$ cat src/rtl/seven_seg_rx_pkg.sv
// Shared seven-segment definitions for the display driver and the bus receiver.
// Segment lines are active low, ordered {a,b,c,d,e,f,g,dp}.
package seven_seg_rx_pkg;

    localparam int SEG_A_BIT  = 7;
    localparam int SEG_B_BIT  = 6;
    localparam int SEG_C_BIT  = 5;
    localparam int SEG_D_BIT  = 4;
    localparam int SEG_E_BIT  = 3;
    localparam int SEG_F_BIT  = 2;
    localparam int SEG_G_BIT  = 1;
    localparam int SEG_DP_BIT = 0;

    // segs[7:1] with every segment dark
    localparam logic [6:0] SEG_BLANK = 7'b1111111;

    // Full 8-bit codes for hex digits 0..F, decimal point off
    localparam logic [7:0] SEG_CODE [16] = '{
        8'b00000011, 8'b10011111, 8'b00100101, 8'b00001101,
        8'b10011001, 8'b01001001, 8'b01000001, 8'b00011111,
        8'b00000001, 8'b00001001, 8'b00010001, 8'b11000001,
        8'b01100011, 8'b10000101, 8'b01100001, 8'b01110001
    };

    typedef enum logic [1:0] {
        ST_IDLE   = 2'd0,
        ST_SETTLE = 2'd1,
        ST_HOLD   = 2'd2
    } rx_state_e;

endpackage

$ cat src/rtl/seven_seg_rx_decode.sv
// Combinational segment-pattern decoder: segs[7:1] -> {nibble, blank, illegal}.
module seg_pattern_decode
    import seven_seg_rx_pkg::*;
(
    input  logic [6:0] seg_i,
    output logic [3:0] nibble_o,
    output logic       blank_o,
    output logic       illegal_o
);

    logic match;

    // Search the code table; dark and unknown patterns both yield nibble 0
    always_comb begin
        nibble_o  = 4'h0;
        blank_o   = 1'b0;
        illegal_o = 1'b0;
        match     = 1'b0;
        for (int i = 0; i < 16; i++) begin
            if (seg_i == SEG_CODE[i][7:1]) begin
                nibble_o = 4'(i);
                match    = 1'b1;
            end
        end
        if (seg_i == SEG_BLANK) begin
            blank_o = 1'b1;
        end else if (!match) begin
            illegal_o = 1'b1;
        end
    end

endmodule

$ cat src/rtl/seven_seg_rx.sv
// Multiplexed 4-digit seven-segment bus receiver: waits for each strobe to
// settle, decodes it into a slot, and publishes a frame once all 4 slots are seen.
module seven_seg_rx
    import seven_seg_rx_pkg::*;
#(
    parameter int SETTLE_CYC  = 16,
    parameter int TIMEOUT_CYC = 1048576
) (
    input  logic        clk,
    input  logic        reset,
    input  logic [3:0]  digit_display,
    input  logic [7:0]  segs,
    output logic [15:0] value,
    output logic [3:0]  dp,
    output logic [3:0]  blank,
    output logic        frame_valid,
    output logic        frame_err,
    output logic        anode_err,
    output logic        stale
);

    localparam logic [7:0]  SETTLE_LAST = 8'(SETTLE_CYC - 1);
    localparam logic [20:0] TIMEOUT_MAX = 21'(TIMEOUT_CYC);

    logic [11:0] sync1_q, pair_q, prev_q;
    logic [3:0]  anodes;
    logic [7:0]  pat;
    logic        changed, all_high, one_low;

    rx_state_e   state_q, state_d;
    logic [7:0]  settle_q, settle_d;
    logic        sample, anode_err_d;

    logic [3:0]  dec_nib;
    logic        dec_blank, dec_ill;
    logic [3:0]  slot_hit;

    logic [3:0][3:0] slot_nib_q;
    logic [3:0]  slot_dp_q, slot_blank_q;
    logic [3:0]  seen_q, seen_d, ill_q, ill_d;
    logic        frame_done;

    logic [15:0] value_q;
    logic [3:0]  dp_q, blank_q;
    logic        frame_valid_q, frame_err_q, anode_err_q;
    logic [20:0] stale_cnt_q, stale_cnt_d;

    assign anodes     = pair_q[11:8];
    assign pat        = pair_q[7:0];
    assign changed    = (pair_q != prev_q);
    assign all_high   = (anodes == 4'hF);
    assign one_low    = $onehot(~anodes);
    assign frame_done = (seen_q == 4'hF);
    assign slot_hit   = sample ? ~anodes : 4'h0;

    // Double-register the bus and keep one older copy for change detection
    always_ff @(posedge clk or negedge reset) begin
        if (!reset) begin
            sync1_q <= 12'hFFF;
            pair_q  <= 12'hFFF;
            prev_q  <= 12'hFFF;
        end else begin
            sync1_q <= {digit_display, segs};
            pair_q  <= sync1_q;
            prev_q  <= pair_q;
        end
    end

    // FSM state and settle counter registers
    always_ff @(posedge clk or negedge reset) begin
        if (!reset) begin
            state_q  <= ST_IDLE;
            settle_q <= 8'd0;
        end else begin
            state_q  <= state_d;
            settle_q <= settle_d;
        end
    end

    // Next state: a strobe must stay unchanged SETTLE_CYC cycles to be sampled once
    always_comb begin
        state_d     = state_q;
        settle_d    = settle_q;
        sample      = 1'b0;
        anode_err_d = 1'b0;
        case (state_q)
            ST_IDLE: begin
                settle_d = 8'd0;
                if (!all_high) state_d = ST_SETTLE;
            end
            ST_SETTLE: begin
                if (all_high) begin
                    state_d  = ST_IDLE;
                    settle_d = 8'd0;
                end else if (changed) begin
                    settle_d = 8'd0;
                end else if (settle_q == SETTLE_LAST) begin
                    settle_d = 8'd0;
                    state_d  = ST_HOLD;
                    if (one_low) sample = 1'b1;
                    else         anode_err_d = 1'b1;
                end else begin
                    settle_d = settle_q + 8'd1;
                end
            end
            ST_HOLD: begin
                settle_d = 8'd0;
                if (changed) state_d = all_high ? ST_IDLE : ST_SETTLE;
            end
            default: begin
                state_d  = ST_IDLE;
                settle_d = 8'd0;
            end
        endcase
    end

    seg_pattern_decode u_decode (
        .seg_i     (pat[7:1]),
        .nibble_o  (dec_nib),
        .blank_o   (dec_blank),
        .illegal_o (dec_ill)
    );

    // Per-slot storage; a re-sample of a slot simply overwrites it
    generate
        for (genvar gi = 0; gi < 4; gi++) begin : g_slot
            always_ff @(posedge clk or negedge reset) begin
                if (!reset) begin
                    slot_nib_q[gi]   <= 4'h0;
                    slot_dp_q[gi]    <= 1'b0;
                    slot_blank_q[gi] <= 1'b0;
                end else if (slot_hit[gi]) begin
                    slot_nib_q[gi]   <= dec_nib;
                    slot_dp_q[gi]    <= ~pat[SEG_DP_BIT];
                    slot_blank_q[gi] <= dec_blank;
                end
            end
        end
    endgenerate

    // Seen/illegal masks restart in the assembly cycle; a sample then joins the new frame
    always_comb begin
        seen_d = frame_done ? 4'h0 : seen_q;
        ill_d  = frame_done ? 4'h0 : ill_q;
        seen_d = seen_d | slot_hit;
        ill_d  = (ill_d & ~slot_hit) | (slot_hit & {4{dec_ill}});
    end

    // Frame assembly: publish slots one cycle after the mask fills
    always_ff @(posedge clk or negedge reset) begin
        if (!reset) begin
            seen_q        <= 4'h0;
            ill_q         <= 4'h0;
            value_q       <= 16'h0;
            dp_q          <= 4'h0;
            blank_q       <= 4'hF;
            frame_err_q   <= 1'b0;
            frame_valid_q <= 1'b0;
            anode_err_q   <= 1'b0;
        end else begin
            seen_q        <= seen_d;
            ill_q         <= ill_d;
            frame_valid_q <= frame_done;
            anode_err_q   <= anode_err_d;
            if (frame_done) begin
                value_q     <= slot_nib_q;
                dp_q        <= slot_dp_q;
                blank_q     <= slot_blank_q;
                frame_err_q <= |ill_q;
            end
        end
    end

    // Saturating stall counter, cleared by every sample
    always_comb begin
        stale_cnt_d = stale_cnt_q;
        if (sample)                          stale_cnt_d = 21'd0;
        else if (stale_cnt_q != TIMEOUT_MAX) stale_cnt_d = stale_cnt_q + 21'd1;
    end

    // Stall counter register
    always_ff @(posedge clk or negedge reset) begin
        if (!reset) stale_cnt_q <= 21'd0;
        else        stale_cnt_q <= stale_cnt_d;
    end

    assign value       = value_q;
    assign dp          = dp_q;
    assign blank       = blank_q;
    assign frame_valid = frame_valid_q;
    assign frame_err   = frame_err_q;
    assign anode_err   = anode_err_q;
    assign stale       = (stale_cnt_q == TIMEOUT_MAX);

endmodule

$ cat config.mk
export PLATFORM = sky130hd
export DESIGN_NAME = seven_seg_rx
export DESIGN_NICKNAME = d
export VERILOG_FILES = /design/src/rtl/seven_seg_rx_pkg.sv /design/src/rtl/seven_seg_rx_decode.sv /design/src/rtl/seven_seg_rx.sv
export SDC_FILE = /design/constraint.sdc
export NUM_CORES = 1
export LEC_CHECK = 0
export ABC_CLOCK_PERIOD_IN_PS = 3300
export CELL_PAD_IN_SITES_DETAIL_PLACEMENT = 0
export CELL_PAD_IN_SITES_GLOBAL_PLACEMENT = 1
export CORE_ASPECT_RATIO = 1.2
export CORE_MARGIN = 3
export CORE_UTILIZATION = 25
export CTS_CLUSTER_SIZE = 28
export DETAILED_ROUTE_END_ITERATION = 6
export PLACE_DENSITY = 0.51
export RECOVER_POWER = 25
export REMOVE_ABC_BUFFERS = 1
export SKIP_CTS_REPAIR_TIMING = 1
export SLEW_MARGIN = 20
export SYNTH_ARGS = -nofsm -noshare
export SYNTH_HDL_FRONTEND = slang
export SYNTH_HIERARCHICAL = 1
export SYNTH_SLANG_ARGS = --single-unit
$ cat constraint.sdc
create_clock -name clk -period 3.3 [get_ports clk]
set_input_delay 0.825 -clock clk [delete_from_list [all_inputs] [get_ports clk]]
set_output_delay 0.825 -clock clk [all_outputs]
set_load 0.05 [all_outputs]
==> flow_metrics.py, run 1 <==
metrics = {
    "final_layout": {
        "diodes": 0,
        "layout_commonest_cell": "dfrtp_1",
        "stdcell_area_mm2": 0.00686,
        "nNetsFinal": 536,
        "final_cell_mix": "86 x dfrtp_1, 85 x nand2_1, 45 x nor2_1",
        "multi_input_area_mm2": 0.00213,
        "drive_above_1_share_pct": 22.0,
        "nFillCells": 2169,
        "layout.cells.non_filler": 798,
        "syn_to_final_growth_pct": 25.3,
        "seqCellArea_mm2": 0.00320,
    },
    "pwr": {
        "p_leak_nw": 2.98,
        "vdd_drop_max_mv": 0.331,
        "power_density_mw_per_mm2": 550,
    },
    "yosys": {
        "synth_edf_count": 0,
        "synth_flop_cell": "dfrtp_1",
        "synth_seq_cells": 126,
        "synth.distinct_cells": 59,
        "syn_area_mm2": 0.00547,
        "synth_area_per_cell_um2": 11.8,
        "synth_area_leader_cell": "dfrtp_1",
        "synth.area.top_cells": "dfrtp_1 39%, dfstp_2 19%, nand2_1 5.8%",
        "async_reset_ff_share_pct": 100,
        "yosys_warnings": 6,
        "synth-seq-area-share_pct": 58.5,
        "synth_top_area_share_pct": 39.3,
        "netlist_instances": 462,
    },
    "setup_path": {
        "r2r_cells": 9,
        "slowest_delay_ns": 0.62,
        "endpoint_kind": "flop",
        "worst-endpoint-arrival_ns": 3.17,
        "crit_buf_inv": 2,
        "crit_type": "flop to flop",
        "r2r_slack_ns": 0.41,
        "cp_cell_sequence": "fa_1, inv_1, ha_1, ha_1, nor3b_1, nand2_2, nor4_4, buf_4, mux2_4",
        "path_delay_family": "adder cells",
        "critPathRequiredTime_ns": 3.59,
        "worst_path_most_repeated_cell": "ha_1",
        "crit_cells": 9,
        "crit_path_max_fanout": 8,
        "critPathLaunchType": "flop",
        "slowest_stage": "dfstp_2",
    },
    "global_route": {
        "grt_pass1_wl_mm": 18.8,
        "use_met1_pct": 13.1,
        "globalRouteTotalUtil_pct": 9.93,
        "antenna_found_initial": 0,
        "top_usage_layer": "met2",
        "grt_pass1_vias": 3627,
        "grt_max_degree": 54,
        "grt-ovfl-total": 0,
        "use_met2_pct": 15.7,
        "grtUsageMet3_pct": 2.76,
    },
    "detailed_routing": {
        "drcViolationCount": 0,
        "postRouteAntennaNets": 0,
        "via_per_inst": 4.28,
        "drtIter0Drc": 133,
        "via_count": 3412,
        "wl_per_cell_um": 13.5,
        "dr.pass1.iters": 4,
        "drt_wl_total_mm": 10.8,
    },
    "timing": {
        "slew_headroom_pct": 0.528,
        "fin_tns_setup_ns": 0,
        "finalMaxSlewViolations": 0,
        "fin_skew_ns": 0.0115,
        "rsz0062_at_grt": "false",
        "period_share_pct": 87.4,
        "whs_ns": 0.354,
        "setup_viol": 0,
        "tightest_slew_ns": 1.49,
        "fmax_mhz": 347,
        "fin_crit_ns": 2.89,
        "timing_hold_violations_final": 0,
    },
    "cts": {
        "clk_pin_slew_ns": 0.05,
        "clk_path_buf_depth": 2,
        "cts_max_level": 4,
        "clock_sinks": 126,
        "numCtsBuffers": 17,
        "clockRootBuffer": "clkbuf_16",
        "clk_latency_ns": 0.41,
        "cts_tree": "yes",
    },
    "floorplanning": {
        "ioPinCount": 42,
        "start_util_pct": 25.7,
        "die_w_um": 141,
        "die_h_um": 168,
        "die-area_mm2": 0.0237,
        "rows": 58,
        "core_area_mm2": 0.0213,
    },
    "worst_hold_path": {
        "hp-class": "flop to flop",
        "holdPathStages": 0,
    },
    "place": {
        "dp_cells": 766,
        "dp_hpwl_mm": 7.44,
        "gp_congestion": 0.755,
        "placed_cell_area_mm2": 0.00620,
        "portBuffers": 41,
    },
    "outcome": {
        "outcome": "complete, but fails checks",
        "violations": "capacitance limit",
    },
    "flow_run": {
        "max-cap-violations": 1,
    },
}
-- power breakdown --
group          internal, mW  leakage, nW  total [mW]  switching (mW)
sequential             1.59         1.60        1.62          0.0352
clock                  1.40        0.316        2.04           0.644
combinational        0.0424         1.06       0.107          0.0648
-- logic make-up (layout without fill, tap and decap cells) --
group	count (synthesis)	in the layout	share of synthesized area (%)
AND/OR/NAND/NOR	196	196	18.9
flip-flops	126	126	58.5
XOR/XNOR	39	39	6.38
AO/OA/AOI/OAI	34	34	4.46
multiplexers	30	30	7.31
buffers and inverters	30	96	2.65
adder cells (fa/ha/maj)	7	7	1.74
-- layer usage --
metal	vias to the layer above	share of wire, %	wire length, um
met1	1673	48	5160
li1	1671	-	-
met3	12	3.2	345
met5	-	0	0
met4	0	1.3	143
met2	56	48	5160
-- synthesized netlist by cell type (2+ instances only) --
library cell and instances:
a211oi_1 2, a21o_2 4, a21oi_1 5, a31oi_1 2, a32o_1 2, and3_1 2
and4_1 2, and4b_1 2, buf_2 2, buf_4 4, buf_6 2, clkbuf_1 8
dfrtp_1 86, dfstp_2 40, ha_1 6, inv_1 14, mux2_4 20, mux2i_1 10
nand2_1 85, nand2b_1 2, nand3_1 14, nand4_1 9, nor2_1 45, nor3_1 4
nor4_1 6, nor4_2 3, nor4_4 4, nor4b_1 2, o21ai_0 7, o21ai_1 3
xnor2_1 9, xor2_1 29
-- worst paths after layout --
check	from	end
max in group asynchronous	reset	sync1_q[7]$_DFF_PN1_
worst max register to register	pair_q[11]$_DFF_PN1_	slot_nib_q[12]$_DFFE_PN0P_
worst min register to register	sync1_q[11]$_DFF_PN1_	pair_q[11]$_DFF_PN1_
worst max-delay path	pair_q[11]$_DFF_PN1_	slot_nib_q[12]$_DFFE_PN0P_
min in group asynchronous	reset	value[2]$_DFFE_PN0P_
worst min-delay path	sync1_q[11]$_DFF_PN1_	pair_q[11]$_DFF_PN1_
-- state kept, by name, summed over array words and instances, names as in the netlist --
signal        cells
sync1_q          12
frame_valid       1
stale_cnt_q      21
slot_nib_q       16
blank             4
pair_q           12
frame_err         1
slot_blank_q      4
seen_q            4
ill_q             4
settle_q          8
prev_q           12
anode_err         1
state_q           2
value            16
dp                4
slot_dp_q         4
-- metrics by stage --
stage	util (%)	power, mW	worst slack (ns)
floorplan	-	1.69	0.451
global placement	29.2	1.76	0.475
detailed placement	29.2	1.76	0.410
CTS	32.3	3.84	0.406
global route	32.3	3.95	0.150
finish	32.3	3.77	0.414
-- area by class of cell --
type / count / share of cell area, %
Inverter: 14 / 0.766
Tap cell: 270 / 4.93
Sequential cell: 126 / 46.7
Multi-Input combinational cell: 306 / 31.0
Clock buffer: 22 / 6.91
Timing Repair Buffer: 50 / 7.02
Clock inverter: 10 / 2.68
(Power assumes the default switching activity.)
==> run 2, diff against run 1 <==
CTS_CLUSTER_DIAMETER = 100   (was default)
MAX_ROUTING_LAYER = met4   (was default)
==> run 2 against run 1 <==
The run still ends with capacitance limit left; total power grew 0.11%; via count shrank 0.12%; clock skew is essentially flat; count of clock-buffer cells in the layout is the same; sequential power is essentially flat; setup slack lost 0.017 ns; critical path type unchanged; critical endpoint unchanged; highest routed layer unchanged.
==> flow_metrics.py, run 2 (same netlist as run 1, synthesis figures left out) <==
metrics = {
    "timing": {
        "fin_crit_ns": 2.90,
        "period_share_pct": 88.0,
        "whs_ns": 0.354,
        "fmax_mhz": 344,
        "rsz0062_at_grt": "false",
        "fin_tns_setup_ns": 0,
        "tightest_slew_ns": 1.49,
        "slew_headroom_pct": 0.611,
        "setup_ws_ns": 0.397,
        "setup_viol": 0,
        "fin_skew_ns": 0.0115,
        "timing_hold_violations_final": 0,
        "finalMaxSlewViolations": 0,
    },
    "final_layout": {
        "drive_above_1_share_pct": 22.0,
        "diodes": 0,
        "regMostFlops": "stale_cnt_q",
        "nFillCells": 2169,
        "seqCellArea_mm2": 0.00320,
        "largest_reg_flops": 21,
        "final_cell_mix": "86 x dfrtp_1, 85 x nand2_1, 45 x nor2_1",
        "multi_input_area_mm2": 0.00213,
        "layout_commonest_cell": "dfrtp_1",
        "layout.cells.non_filler": 798,
        "syn_to_final_growth_pct": 25.3,
        "nNetsFinal": 536,
    },
    "outcome": {
        "violations": "capacitance limit",
        "outcome": "complete, but fails checks",
    },
    "global_route": {
        "antenna_found_initial": 0,
        "grt_pass1_vias": 3624,
        "globalRouteTotalUtil_pct": 10.2,
        "grt_pass1_wl_mm": 18.8,
        "grt_max_degree": 54,
        "grt-ovfl-total": 0,
    },
    "floorplanning": {
        "core_area_mm2": 0.0213,
        "start_util_pct": 25.7,
        "die_w_um": 141,
        "die-area_mm2": 0.0237,
        "rows": 58,
        "ioPinCount": 42,
        "die_h_um": 168,
    },
    "pwr": {
        "sw_frac_of_total_pct": 19.8,
        "power.switching_mw": 0.749,
        "clkPwrFrac_pct": 54.2,
        "vdd_drop_max_mv": 0.333,
        "p_leak_nw": 2.98,
        "total_power_mw": 3.78,
        "power_density_mw_per_mm2": 550,
        "combPwrFrac_pct": 2.8,
        "p_seq_share_pct": 42.9,
        "p_int_mw": 3.03,
    },
    "setup_path": {
        "r2r_end": "slot_nib_q[12]$_DFFE_PN0P_",
        "critPathLaunchType": "flop",
        "crit_cells": 9,
        "critPathRequiredTime_ns": 3.59,
        "cp_cell_sequence": "fa_1, inv_1, ha_1, ha_1, nor3b_1, nand2_2, nor4_4, buf_4, mux2_4",
        "r2r_cells": 9,
        "crit_path_max_fanout": 8,
        "crit_type": "flop to flop",
        "worst-endpoint-arrival_ns": 3.19,
        "worst_path_most_repeated_cell": "ha_1",
        "crit_buf_inv": 2,
        "r2r_slack_ns": 0.40,
        "endpoint_kind": "flop",
        "path_delay_family": "adder cells",
        "timing.rr.start": "pair_q[11]$_DFF_PN1_",
        "slowest_delay_ns": 0.62,
        "slowest_stage": "dfstp_2",
    },
    "detailed_routing": {
        "dr.pass1.iters": 4,
        "wl_met2_mm": 5.12,
        "drtIter0Drc": 131,
        "route.top_layer_used": "met4",
        "drcViolationCount": 0,
        "wl_per_cell_um": 13.6,
        "postRouteAntennaNets": 0,
        "met3_length_um": 338,
        "via_count": 3408,
        "drt_wl_total_mm": 10.8,
        "via_per_inst": 4.27,
        "wl_met1_mm": 5.21,
    },
    "place": {
        "dp_hpwl_mm": 7.44,
        "portBuffers": 41,
        "post-place-ws_ns": 0.410,
        "dp_cells": 766,
        "gp_congestion": 0.767,
    },
    "worst_hold_path": {
        "hold_path_end": "pair_q[11]$_DFF_PN1_",
        "worstHoldStart": "sync1_q[11]$_DFF_PN1_",
        "holdPathStages": 0,
        "hp-class": "flop to flop",
    },
    "cts": {
        "cts_max_level": 4,
        "clock_sinks": 126,
        "clk_path_buf_depth": 2,
        "clk_pin_slew_ns": 0.05,
        "clk_latency_ns": 0.41,
        "cts_tree": "yes",
        "numCtsBuffers": 17,
        "clockRootBuffer": "clkbuf_16",
    },
    "flow_run": {
        "max-cap-violations": 1,
    },
}
run 2: cell counts in the layout (fill, tap and decap cells not counted):
Identical to the previous run, type by type.
run 2: stage by stage:
stage	cell area, um2	util (%)
after floorplan	5380	-
after global placement	6200	29.2
after detailed placement	6200	29.2
after CTS	6860	32.3
after global routing	6860	32.3
final	6860	32.3
run 2: area by class of cell:
class	count	share of cell area [%]
timing repair buffer	50	7.02
sequential	126	46.7
multi-input combinational	306	31.0
clock inverter	10	2.68
tap	270	4.93
inverter	14	0.766
clock buffer	22	6.91
run 2: per-layer routing:
layer | vias up | GRT usage, %
met5 | - | -
met2 | 48 | 15.7
met1 | 1675 | 13.1
li1 | 1671 | -
met3 | 14 | 2.76
met4 | 0 | 3.54
run 2: worst register-to-register path: stages, from the launching register on:
cell and delay, ns:
dfstp_2 0.62, fa_1 0.43, inv_1 0.06, ha_1 0.15, ha_1 0.23, nor3b_1 0.34
nand2_2 0.23, nor4_4 0.17, buf_4 0.24, mux2_4 0.31
run 2: worst max path at each step:
stage                    startpoint                     endpoint
3_3_place_gp   pair_q[11]$_DFF_PN1_    slot_nib_q[3]$_DFFE_PN0P_
3_5_place_dp   pair_q[11]$_DFF_PN1_  slot_blank_q[0]$_DFFE_PN0P_
5_1_grt        pair_q[11]$_DFF_PN1_  slot_blank_q[0]$_DFFE_PN0P_
2_1_floorplan   pair_q[9]$_DFF_PN1_   stale_cnt_q[0]$_DFFE_PN0P_
4_1_cts        pair_q[11]$_DFF_PN1_  slot_blank_q[0]$_DFFE_PN0P_
6_report       pair_q[11]$_DFF_PN1_   slot_nib_q[12]$_DFFE_PN0P_
run 2: power groups by stage:
stage | sequential (mW) | clock (mW) | combinational [mW]
2_1_floorplan | 1.64 | 0 | 0.0502
3_3_place_gp | 1.65 | 0 | 0.113
3_5_place_dp | 1.65 | 0 | 0.115
4_1_cts | 1.62 | 2.10 | 0.115
5_1_grt | 1.63 | 2.19 | 0.125
6_report | 1.62 | 2.05 | 0.107
==> run 3, diff against run 2 <==
ABC_CLOCK_PERIOD_IN_PS = 3050   (was 3300)
REMOVE_ABC_BUFFERS = default   (was 1)
SKIP_CTS_REPAIR_TIMING = default   (was 1)
clock period = 3.05 ns   (was 3.3 ns; I/O delays follow)
==> run 3 against run 2 <==
Via count increased by 0.21%; total power increased by 3.8%; register-to-register slack got worse by 0.17 ns; setup slack got worse by 0.17 ns; sequential power increased by 8%; the run now ends clean; sequential share of layout area increased by 0.40 points.
==> flow_metrics.py, run 3 (same netlist as run 1, synthesis figures left out) <==
metrics = {
    "detailed_routing": {
        "via_count": 3415,
        "dr.pass1.iters": 4,
        "via_per_inst": 4.27,
        "wl_per_cell_um": 13.6,
        "drtIter0Drc": 217,
        "postRouteAntennaNets": 0,
        "drcViolationCount": 0,
        "drt_wl_total_mm": 10.9,
    },
    "place": {
        "dp_cells": 766,
        "dp_hpwl_mm": 7.48,
        "gp_congestion": 0.745,
        "portBuffers": 41,
        "post-place-ws_ns": 0.172,
    },
    "setup_path": {
        "slowest_stage": "dfstp_2",
        "r2r_cells": 9,
        "timing.rr.start": "pair_q[11]$_DFF_PN1_",
        "crit_buf_inv": 2,
        "startpoint": "pair_q[11]$_DFF_PN1_",
        "worst-endpoint-arrival_ns": 3.11,
        "worst_path_most_repeated_cell": "ha_1",
        "endpoint_kind": "flop",
        "cp_cell_sequence": "fa_1, inv_1, ha_1, ha_1, nor3b_1, nand2_2, nor4_4, buf_4, mux2_4",
        "crit_path_max_fanout": 8,
        "path_delay_family": "adder cells",
        "crit_type": "flop to flop",
        "slowest_delay_ns": 0.62,
        "critPathRequiredTime_ns": 3.34,
        "critPathLaunchType": "flop",
        "r2r_slack_ns": 0.23,
        "r2r_end": "slot_blank_q[0]$_DFFE_PN0P_",
    },
    "worst_hold_path": {
        "holdPathStages": 0,
        "hp-class": "flop to flop",
        "hold_path_end": "pair_q[8]$_DFF_PN1_",
        "worstHoldStart": "sync1_q[8]$_DFF_PN1_",
    },
    "pwr": {
        "power.switching_mw": 0.833,
        "p_int_mw": 3.09,
        "p_leak_nw": 2.95,
        "combPwrFrac_pct": 2.9,
        "p_seq_share_pct": 44.7,
        "clkPwrFrac_pct": 52.4,
        "vdd_drop_max_mv": 0.393,
        "total_power_mw": 3.92,
        "sw_frac_of_total_pct": 21.3,
        "power_density_mw_per_mm2": 576,
    },
    "global_route": {
        "grt_pass1_vias": 3478,
        "grt-ovfl-total": 0,
        "globalRouteTotalUtil_pct": 10.2,
        "grt_pass1_wl_mm": 18.7,
        "antenna_found_initial": 1,
        "grt_max_degree": 77,
    },
    "cts": {
        "clk_latency_ns": 0.41,
        "clockRootBuffer": "clkbuf_16",
        "cts_hold_buf": 0,
        "cts_max_level": 4,
        "cts_tree": "yes",
        "cts_setup_buffers": 0,
        "clk_path_buf_depth": 2,
        "postCtsResizedCells": 0,
        "clk_pin_slew_ns": 0.05,
        "numCtsBuffers": 17,
        "clock_sinks": 126,
    },
    "floorplanning": {
        "die-area_mm2": 0.0237,
        "die_h_um": 168,
        "start_util_pct": 25.7,
        "ioPinCount": 42,
        "die_w_um": 141,
        "core_area_mm2": 0.0213,
        "rows": 58,
    },
    "final_layout": {
        "regMostFlops": "stale_cnt_q",
        "post-route-util_pct": 32.0,
        "syn_to_final_growth_pct": 24.3,
        "final_cell_mix": "86 x dfrtp_1, 85 x nand2_1, 45 x nor2_1",
        "layout_commonest_cell": "dfrtp_1",
        "layout.cells.non_filler": 799,
        "drive_above_1_share_pct": 21.6,
        "largest_reg_flops": 21,
        "nNetsFinal": 536,
        "nFillCells": 2168,
    },
    "timing": {
        "setup_viol": 0,
        "period_share_pct": 92.6,
        "fmax_mhz": 354,
        "slew_headroom_pct": 24.7,
        "fin_tns_setup_ns": 0,
        "fin_skew_ns": 0.00929,
        "fin_crit_ns": 2.82,
        "tightest_slew_ns": 1.13,
        "timing_hold_violations_final": 0,
        "finalMaxSlewViolations": 0,
        "setup_ws_ns": 0.227,
        "rsz0062_at_grt": "false",
    },
    "outcome": {
        "outcome": "completed",
    },
    "yosys": {
        "synth_nets": 483,
    },
    "flow_run": {
        "max-cap-violations": 0,
    },
}
[run 3: changes by cell type in the layout (fill, tap and decap cells not counted), sizes merged]
| cell | before | now |
|---|---|---|
| clkinv | 3 | 5 |
| diode | 0 | 1 |
| buf | 10 | 8 |
| clkbuf | 23 | 25 |
| bufinv | 5 | 3 |
| clkinvlp | 2 | 1 |
| inv | 14 | 15 |
[run 3: area by class of cell]
type / instances / area, um2 / area share (%)
tap: 270 / 338 / 4.97
timing repair buffer: 50 / 478 / 7.03
clock inverter: 10 / 138 / 2.02
clock buffer: 22 / 464 / 6.82
multi-input combinational: 306 / 2130 / 31.3
sequential: 126 / 3200 / 47.1
inverter: 14 / 52.6 / 0.773
antenna: 1 / 2.50 / 0.0368
[run 3: power by group through the flow]
stage | clock network (mW) | logic (mW) | registers (mW)
4_1_cts | 2.13 | 0.128 | 1.75
2_1_floorplan | 0 | 0.0726 | 1.76
3_3_place_gp | 0 | 0.125 | 1.78
6_report | 2.05 | 0.116 | 1.75
3_5_place_dp | 0 | 0.127 | 1.78
5_1_grt | 2.22 | 0.133 | 1.76
[run 3: worst max path at each step]
stage                             endpoint  slack (ns)  depth (start not counted)
3_3_place_gp     slot_nib_q[2]$_DFFE_PN0P_        0.24                          9
4_1_cts          slot_nib_q[0]$_DFFE_PN0P_        0.17                          9
2_1_floorplan  slot_blank_q[2]$_DFFE_PN0P_        0.24                          8
3_5_place_dp     slot_nib_q[3]$_DFFE_PN0P_        0.17                          9
5_1_grt          slot_nib_q[0]$_DFFE_PN0P_        0.04                          9
6_report       slot_blank_q[0]$_DFFE_PN0P_        0.23                          9
[run 3: layer usage]
layer	vias to the layer above	wire, um	track usage [%]
met5	-	0	-
met4	0	190	4.05
met3	16	401	2.78
met2	57	5280	15.6
met1	1670	5000	12.9
li1	1672	-	-
[run 3: metrics by stage]
step	hold slack [ns]	area, um2
floorplan	0.345	5470
global placement	0.346	6220
detailed placement	0.347	6220
CTS	0.221	6820
global route	0.362	6800
finish	0.355	6800
